### config.mk
export PLATFORM = sky130hd
export DESIGN_NAME = coin_acceptor
export DESIGN_NICKNAME = d
export VERILOG_FILES = /design/src/rtl/coin_pkg.sv /design/src/rtl/sync2.sv /design/src/rtl/coin_acceptor.sv
export SDC_FILE = /design/constraint.sdc
export NUM_CORES = 1
export LEC_CHECK = 0
export BUFFER_PORTS_ARGS = -buffer_cell sky130_fd_sc_hd__buf_2
export CELL_PAD_IN_SITES_DETAIL_PLACEMENT = 1
export CELL_PAD_IN_SITES_GLOBAL_PLACEMENT = 2
export CORE_MARGIN = 4
export CORE_UTILIZATION = 34
export DETAILED_ROUTE_END_ITERATION = 6
export PLACE_DENSITY_LB_ADDON = 0.08
export SLEW_MARGIN = 20
export SYNTH_ARGS = -nofsm -noshare
export SYNTH_HDL_FRONTEND = slang
export SYNTH_SLANG_ARGS = --single-unit
### constraint.sdc
create_clock -name clk -period 2.1 [get_ports clk]
set_input_delay 0.315 -clock clk [delete_from_list [all_inputs] [get_ports clk]]
set_output_delay 0.315 -clock clk [all_outputs]
set_load 0.02 [all_outputs]
### src/rtl/coin_pkg.sv
// coin_pkg -- definitions shared by the coin acceptor and the vending FSM.
//   coin_state_t : 2-bit acceptor state encoding
//   COIN_*       : coin values presented on the acceptor's coin output
//   coin_value() : maps the latched coin kind to its coin value
package coin_pkg;

    typedef enum logic [1:0] {
        ST_IDLE    = 2'd0,
        ST_QUAL    = 2'd1,
        ST_HOLD    = 2'd2,
        ST_RELEASE = 2'd3
    } coin_state_t;

    localparam logic [4:0] COIN_NONE = 5'd0;
    localparam logic [4:0] COIN_5    = 5'd5;
    localparam logic [4:0] COIN_10   = 5'd10;

    // is_ten selects the 10-unit coin, otherwise the 5-unit coin
    function automatic logic [4:0] coin_value(input logic is_ten);
        logic [4:0] val;
        if (is_ten) begin
            val = COIN_10;
        end else begin
            val = COIN_5;
        end
        return val;
    endfunction

endpackage

### src/rtl/sync2.sv
// sync2 -- two-flop synchronizer for one asynchronous, active-high input.
//   clk : sampling clock
//   rst : synchronous active-low reset, clears both flops
//   d   : asynchronous input
//   q   : input re-timed to clk, two cycles of latency
module sync2 (
    input  logic clk,
    input  logic rst,
    input  logic d,
    output logic q
);

    logic meta_q;
    logic meta_d;
    logic sync_q;
    logic sync_d;

    // next values of the two-stage shift
    always_comb begin
        meta_d = d;
        sync_d = meta_q;
    end

    // synchronizer flops
    always_ff @(posedge clk) begin
        if (!rst) begin
            meta_q <= 1'b0;
            sync_q <= 1'b0;
        end else begin
            meta_q <= meta_d;
            sync_q <= sync_d;
        end
    end

    assign q = sync_q;

endmodule

### src/rtl/coin_acceptor.sv
// coin_acceptor -- debounces the 5- and 10-unit coin sensors, holds a
// qualified coin until the vending FSM is ready, and diverts ambiguous or
// stale coins to the return chute.
//   Parameters: DEB_CYCLES (2..15) stable cycles to qualify a coin,
//               HOLD_MAX (1..255) cycles a qualified coin may wait for ready.
//   clk    : clock, all state changes on the rising edge
//   rst    : synchronous active-low reset
//   sens5  : raw 5-unit sensor (asynchronous, bouncy)
//   sens10 : raw 10-unit sensor (asynchronous, bouncy)
//   ready  : downstream can take a coin this cycle
//   coin   : registered coin value, nonzero for exactly one accept cycle
//   reject : registered one-cycle return-chute pulse
//   busy   : registered, high whenever the state is not IDLE
module coin_acceptor
    import coin_pkg::*;
#(
    parameter int DEB_CYCLES = 4,
    parameter int HOLD_MAX   = 16
) (
    input  logic       clk,
    input  logic       rst,
    input  logic       sens5,
    input  logic       sens10,
    input  logic       ready,
    output logic [4:0] coin,
    output logic       reject,
    output logic       busy
);

    localparam logic [7:0] DEB_LAST  = 8'(DEB_CYCLES - 1);
    localparam logic [7:0] HOLD_LAST = 8'(HOLD_MAX - 1);

    logic        s5;
    logic        s10;
    logic        latched_s;
    logic        other_s;

    coin_state_t state_q;
    coin_state_t state_d;
    logic [7:0]  cnt_q;
    logic [7:0]  cnt_d;
    logic        kind10_q;
    logic        kind10_d;
    logic [4:0]  coin_q;
    logic [4:0]  coin_d;
    logic        reject_q;
    logic        reject_d;
    logic        busy_q;
    logic        busy_d;

    sync2 u_sync5 (
        .clk (clk),
        .rst (rst),
        .d   (sens5),
        .q   (s5)
    );

    sync2 u_sync10 (
        .clk (clk),
        .rst (rst),
        .d   (sens10),
        .q   (s10)
    );

    // the sensor chosen on entry to QUAL, and the opposite one
    assign latched_s = kind10_q ? s10 : s5;
    assign other_s   = kind10_q ? s5  : s10;

    // next-state, shared counter and output decode
    always_comb begin
        state_d  = state_q;
        cnt_d    = cnt_q;
        kind10_d = kind10_q;
        coin_d   = COIN_NONE;
        reject_d = 1'b0;

        case (state_q)
            ST_IDLE: begin
                if (s5 && s10) begin
                    reject_d = 1'b1;
                    state_d  = ST_RELEASE;
                end else if (s5 || s10) begin
                    state_d  = ST_QUAL;
                    kind10_d = s10;
                    cnt_d    = 8'd0;
                end else begin
                    state_d  = ST_IDLE;
                end
            end

            ST_QUAL: begin
                if (latched_s && other_s) begin
                    // two coins at once cannot be told apart: divert
                    reject_d = 1'b1;
                    state_d  = ST_RELEASE;
                    cnt_d    = 8'd0;
                end else if (!latched_s) begin
                    // sensor dropped before qualifying: treat as a glitch
                    state_d  = ST_IDLE;
                    cnt_d    = 8'd0;
                end else if (cnt_q == DEB_LAST) begin
                    state_d  = ST_HOLD;
                    cnt_d    = 8'd0;
                end else begin
                    cnt_d    = cnt_q + 8'd1;
                end
            end

            ST_HOLD: begin
                // sensors are deliberately not looked at while holding
                if (ready) begin
                    coin_d   = coin_value(kind10_q);
                    state_d  = ST_RELEASE;
                    cnt_d    = 8'd0;
                end else if (cnt_q == HOLD_LAST) begin
                    reject_d = 1'b1;
                    state_d  = ST_RELEASE;
                    cnt_d    = 8'd0;
                end else begin
                    cnt_d    = cnt_q + 8'd1;
                end
            end

            ST_RELEASE: begin
                // wait for the coin to clear both sensors before re-arming
                if (!s5 && !s10) begin
                    state_d = ST_IDLE;
                end else begin
                    state_d = ST_RELEASE;
                end
            end

            default: begin
                state_d = ST_IDLE;
                cnt_d   = 8'd0;
            end
        endcase

        busy_d = (state_d != ST_IDLE);
    end

    // state, counter and registered outputs
    always_ff @(posedge clk) begin
        if (!rst) begin
            state_q  <= ST_IDLE;
            cnt_q    <= 8'd0;
            kind10_q <= 1'b0;
            coin_q   <= COIN_NONE;
            reject_q <= 1'b0;
            busy_q   <= 1'b0;
        end else begin
            state_q  <= state_d;
            cnt_q    <= cnt_d;
            kind10_q <= kind10_d;
            coin_q   <= coin_d;
            reject_q <= reject_d;
            busy_q   <= busy_d;
        end
    end

    assign coin   = coin_q;
    assign reject = reject_q;
    assign busy   = busy_q;

endmodule

==> impl_results.md, run 1 <==
- Number of CTS-inserted buffers: 3
- Dpl cell area: 1160 sq um
- Gr usage total: 13.8%
- Full die area: 4080 sq um
- Congestion Overflow GR: 0
- Post-Synthesis Cells: 122
- Initial antenna violation count: 0
- Cell internal pwr: 468 uW
- Worst path cell trace: inv_1 > ha_2 > inv_1 > o22a_1 > or4_1 > a21o_1 > a21oi_1
- Post-Syn Area per Cell: 8.70 sq um
- Top Ports: 12
- WL/cell: 15.0 microns
- Worst Path Class, Setup: reg2reg
- Post-DR vias/cell: 5.15
- Worst Path Required: 2.34 ns
- Leading area contributor after synthesis: dfxtp_1
- Root buffer cell: clkbuf_4
- Fmax: 0.500 GHz
- Largest net degree at the start of global routing: 12
- # DRC: 0
- I/O Buffers: 10
- Final period utilization: 95.2%
- Yosys warns: 0
- Worst EP arrival: 2.24 ns
- Final Skew: 0.0132 ns
- CP max stage delay: 0.51 ns
- P_sw: 169 uW
- Final setup fails: 0
- Final min period: 2.00 ns
- Post-synth top area share: 35.8%
- Vias in the first global route: 965
- Placed wire-length estimate: 2.09 mm
- Worst hold path depth: 2
- Commonest cells post-synth: dfxtp_1, nand2_1, inv_1
- Layout net count: 149
- Antenna Cells: 0
- Netlist Area Pre-Place: 1060 sq um
- Most used cell, CP: inv_1
- Peak supply drop: 224 uV
- Initial Utilization: 35.0%
- Routed wire length: 2.68 mm
- Post-CTS Setup Bufs: 0
- Max Slew Vio Count: 0
- Synth area leaders: dfxtp_1, ha_1, nand2_1
- Total number of vias: 922
- Logic pwr share: 11.0%
- Most frequent cell after synthesis: dfxtp_1
- Status: finished, final reports clean
- Hold Crit Class: in2reg
- Clk sink count: 19
- Critical path's slowest cell: or4_1
- Clock power share: 30.2%
- Core Box Area: 3030 sq um
- Initial DRC count: 20
- Flop pwr share: 58.8%
- Delay-heaviest family, CP: compound AO/OA/AOI/OAI gates
- Power Density: 530 nW/um^2
- CTS resizes: 0
- Syn_nets: 135
- Kind of end point of the critical path: flip-flop
- Area added between synthesis and finish: 13.1%
- CTS tree: done
- Number of synthesized flops with an enable pin: 0
- DIE HEIGHT: 63.9 microns
- Asr flop ratio synth: 0%
- # Max-Cap Violations: 0
- CTS Hold Buffers Added: 0
- Reg2Reg Depth: 7
- Clk_lat worst skew: 0.31 ns
- Most used DFF post-synth: dfxtp_1
- GPL Wtd Cong: 0.743
- Max Root-Sink Buffers: 2
- Clock transition at path regs: 0.12 ns
- WP depth: 7
- Synth cell types: 44
- Final Cell Area: 1200 sq um
- Post-route ant nets: 0
- Worst reg2reg setup slack: 0.10 ns
- 1st-pass router iterations: 4
- H-tree depth: 1
- Layout cells sized above 1: 20.0%
- Cell Rows: 20
- Leak: 0.506 nW
- Switching Fraction: 26.6%
- Worst-path maximum fanout: 4
- CP Buf/Inv Count: 2
- Final std cells w/o fill: 179
- Flops & latches, synth: 19
- Die W: 63.9 microns
- Critical path startpoint category: flip-flop
- First-pass GRT wire length: 4.41 mm
- Final Hold Vio Count: 0
- DP Cell Count: 175
- Seq/Total Area, Yosys: 35.8%
## metrics by stage
stage          worst slack (ns)  setup TNS [ns]  hold WS, ns  power [mW]  utilization [%]
5_1_grt                 -0.0218         -0.0218        0.209       0.679             39.6
3_5_place_dp              0.124               0        0.426       0.451             38.5
2_1_floorplan             0.206               0        0.412       0.429                -
4_1_cts                  0.0532               0        0.203       0.650             39.3
6_report                  0.101               0        0.216       0.637             39.6
3_3_place_gp              0.195               0        0.416       0.449             38.5
## final timing paths
| kind | startpoint | endpoint |
|---|---|---|
| max | state_q[0]$_SDFF_PN0_ | cnt_q[7]$_SDFFE_PN0P_ |
| min | sens10 | u_sync10.meta_q$_SDFF_PN0_ |
| max reg2reg | state_q[0]$_SDFF_PN0_ | cnt_q[7]$_SDFFE_PN0P_ |
| min reg2reg | u_sync10.meta_q$_SDFF_PN0_ | u_sync10.q$_SDFF_PN0_ |
## flip-flops by register name (all words and copies together), names as in the netlist
signal and count:
busy 1, u_sync10.q 1, cnt_q 8, u_sync5.meta_q 1
u_sync10.meta_q 1, reject 1, u_sync5.q 1, kind10_q 1
state_q 2, coin 2
## layout make-up
type                    instances  area [sq um]
flip-flops and latches         19           387
inverters                       9          33.8
clock buffers                   4          26.3
repair buffers                 14          80.1
well taps                      44          55.1
fillers                       368          1830
multi-input cells              89           618
## worst register-to-register path, cell delays in order, from the launching register on
cell,delay (ns)
dfxtp_4,0.39
inv_1,0.08
ha_2,0.34
inv_1,0.06
o22a_1,0.22
or4_1,0.51
a21o_1,0.19
a21oi_1,0.16
## logic make-up (layout without fill, tap and decap cells)
kind of cell             after synthesis  in the layout  share of synthesized area (%)
AND/OR/NAND/NOR                       48             48                           23.7
AO/OA/AOI/OAI                         30             30                           22.6
adder cells (fa/ha/maj)                8              8                           9.43
flip-flops                            19             19                           35.8
multiplexers                           1              1                           1.06
XOR/XNOR                               1              1                          0.826
buffers and inverters                 14             27                           6.13
other                                  1              1                          0.353
## routing by layer
layer / vias to the layer above / track usage, % / routed length, microns
met5: - / 0 / 0
met4: 0 / 5.39 / 31
met3: 4 / 2.81 / 67
met2: 12 / 25.9 / 1350
met1: 445 / 14.7 / 1230
li1: 461 / - / -
## layout by cell type (no fill, tap or decap), types with 3 or more instances in the layout
cell      synthesis  final
a21oi_1           4      4
and2_1            4      4
and3_1            5      5
buf_2             1     10
buf_4             3      4
clkbuf_4          0      3
dfxtp_1          19     16
ha_1              8      7
inv_1             9      9
nand2_1          14     14
nand3_1           4      4
nor2_1            6      6
nor3_1            3      3
o21ai_1           3      3
## power by group through the flow
stage	sequential, mW	combinational [mW]	clock, mW
finish	0.374	0.0698	0.192
global route	0.376	0.0773	0.226
CTS	0.374	0.0687	0.207
detailed placement	0.382	0.0682	0
global placement	0.382	0.0671	0
floorplan	0.383	0.0460	0
Power figures use the tool's default switching activity.
==> run 2: changes to the inputs <==
SETUP_SLACK_MARGIN = 0.2   (was unset)
==> impl_results.md, run 2 (synthesized netlist as in run 1, its figures left out) <==
- GPL Wtd Cong: 0.743
- RSZ-0062 raised after global routing: true
- Full die area: 4080 sq um
- Die W: 63.9 microns
- Final min period: 1.87 ns
- Vias in the first global route: 1001
- Peak supply drop: 203 uV
- Worst Path Class, Setup: reg2reg
- Clk_lat worst skew: 0.30 ns
- Layout cells sized above 1: 34.3%
- Most flop-heavy register: cnt_q
- CP Buf/Inv Count: 0
- Number of CTS-inserted buffers: 3
- Congestion Overflow GR: 0
- Layout net count: 157
- Fmax: 0.535 GHz
- Cell Rows: 20
- Worst path cell trace: or3b_4 > a221oi_4 > o21ai_2 > or3_4 > a21oi_2
- Final core occ: 44.1%
- Critical path startpoint category: flip-flop
- Core Box Area: 3030 sq um
- Final Skew: 0.0118 ns
- Top Ports: 12
- # DRC: 0
- Dpl cell area: 1160 sq um
- Root buffer cell: clkbuf_4
- Initial DRC count: 21
- Fillers: 364
- Worst-path maximum fanout: 7
- Max Slew Vio Count: 0
- Kind of end point of the critical path: flip-flop
- Initial Utilization: 35.0%
- Critical path's slowest cell: a221oi_4
- Worst EP arrival: 2.11 ns
- Post-route ant nets: 0
- Slew HR: 66.3%
- Setup TNS: 0 ns
- Hold Crit Class: in2reg
- Initial antenna violation count: 0
- CP max stage delay: 0.43 ns
- CTS tree: done
- Largest net degree at the start of global routing: 12
- Final Cell Area: 1340 sq um
- Area added between synthesis and finish: 25.9%
- Delay-heaviest family, CP: simple AND/OR/NAND/NOR gates
- Final Hold Vio Count: 0
- Placed wire-length estimate: 2.09 mm
- Leak: 0.552 nW
- Antenna Cells: 0
- DIE HEIGHT: 63.9 microns
- Final std cells w/o fill: 187
- Final period utilization: 89.1%
- DP Cell Count: 175
- H-tree depth: 1
- Total number of vias: 961
- Status: finished, final reports clean
- # Max-Cap Violations: 0
- Worst Path Required: 2.34 ns
- Max reg flops: 8
- WL/cell: 14.9 microns
- Final setup fails: 0
- Commonest non-fill, non-tap cells in the layout: nand2_1, buf_4, dfxtp_1, buf_2, inv_1
- I/O Buffers: 10
- Max Root-Sink Buffers: 2
- Commonest non-fill, non-tap cell in the layout: nand2_1
- Routed wire length: 2.78 mm
- Clock transition at path regs: 0.12 ns
- 1st-pass router iterations: 4
- Overall power: 640 uW
- Gr usage total: 14.3%
- Worst slew pin tran: 0.506 ns
- Post-DR vias/cell: 5.14
- Power Density: 479 nW/um^2
- Clk sink count: 19
- First-pass GRT wire length: 4.61 mm
run 2: through the flow:
| step | hold slack [ns] | worst slack [ns] |
|---|---|---|
| final | 0.219 | 0.229 |
| after global routing | 0.209 | 0.167 |
| after CTS | 0.203 | 0.199 |
| after detailed placement | 0.426 | 0.124 |
| after global placement | 0.416 | 0.195 |
| after floorplan | 0.412 | 0.206 |
run 2: area by class of cell:
type | instances | area (sq um) | share of cell area (%)
timing repair buffer | 22 | 144 | 10.8
sequential | 19 | 399 | 29.9
multi-input combinational | 89 | 678 | 50.7
inverter | 9 | 33.8 | 2.53
tap | 44 | 55.1 | 4.12
clock buffer | 4 | 26.3 | 1.97
run 2: power by group:
| part | total, mW | internal (mW) | switching, mW |
|---|---|---|---|
| Sequential | 0.370 | 0.365 | 0.00513 |
| Clock | 0.189 | 0.0739 | 0.115 |
| Combinational | 0.0816 | 0.0325 | 0.0491 |
| Total | 0.640 | 0.472 | 0.169 |
run 2: final timing paths:
check,start,endpoint,slack (ns),cells past startpoint
worst max-delay path,u_sync5.q$_SDFF_PN0_,cnt_q[0]$_SDFFE_PN0P_,0.23,5
worst min-delay path,sens10,u_sync10.meta_q$_SDFF_PN0_,0.22,2
worst max register to register,u_sync5.q$_SDFF_PN0_,cnt_q[0]$_SDFFE_PN0P_,0.23,5
worst min register to register,u_sync10.meta_q$_SDFF_PN0_,u_sync10.q$_SDFF_PN0_,0.45,1
run 2: routing by layer:
layer  vias to the layer above  track usage, %  part of all wire (%)
li1                        479               -                     -
met1                       463            15.1                    46
met2                        15            27.0                    50
met3                         4            2.81                   2.1
met4                         0            5.93                   1.2
met5                         -               0                     0
run 2: what timing repair did:
item                       4_1_cts  5_1_grt
gates resized for setup          9       17
setup endpoints to repair        7        7
hold buffers                     0        0
setup buffers                    3        5
hold endpoints to repair         0        0
pin swaps                        0        8
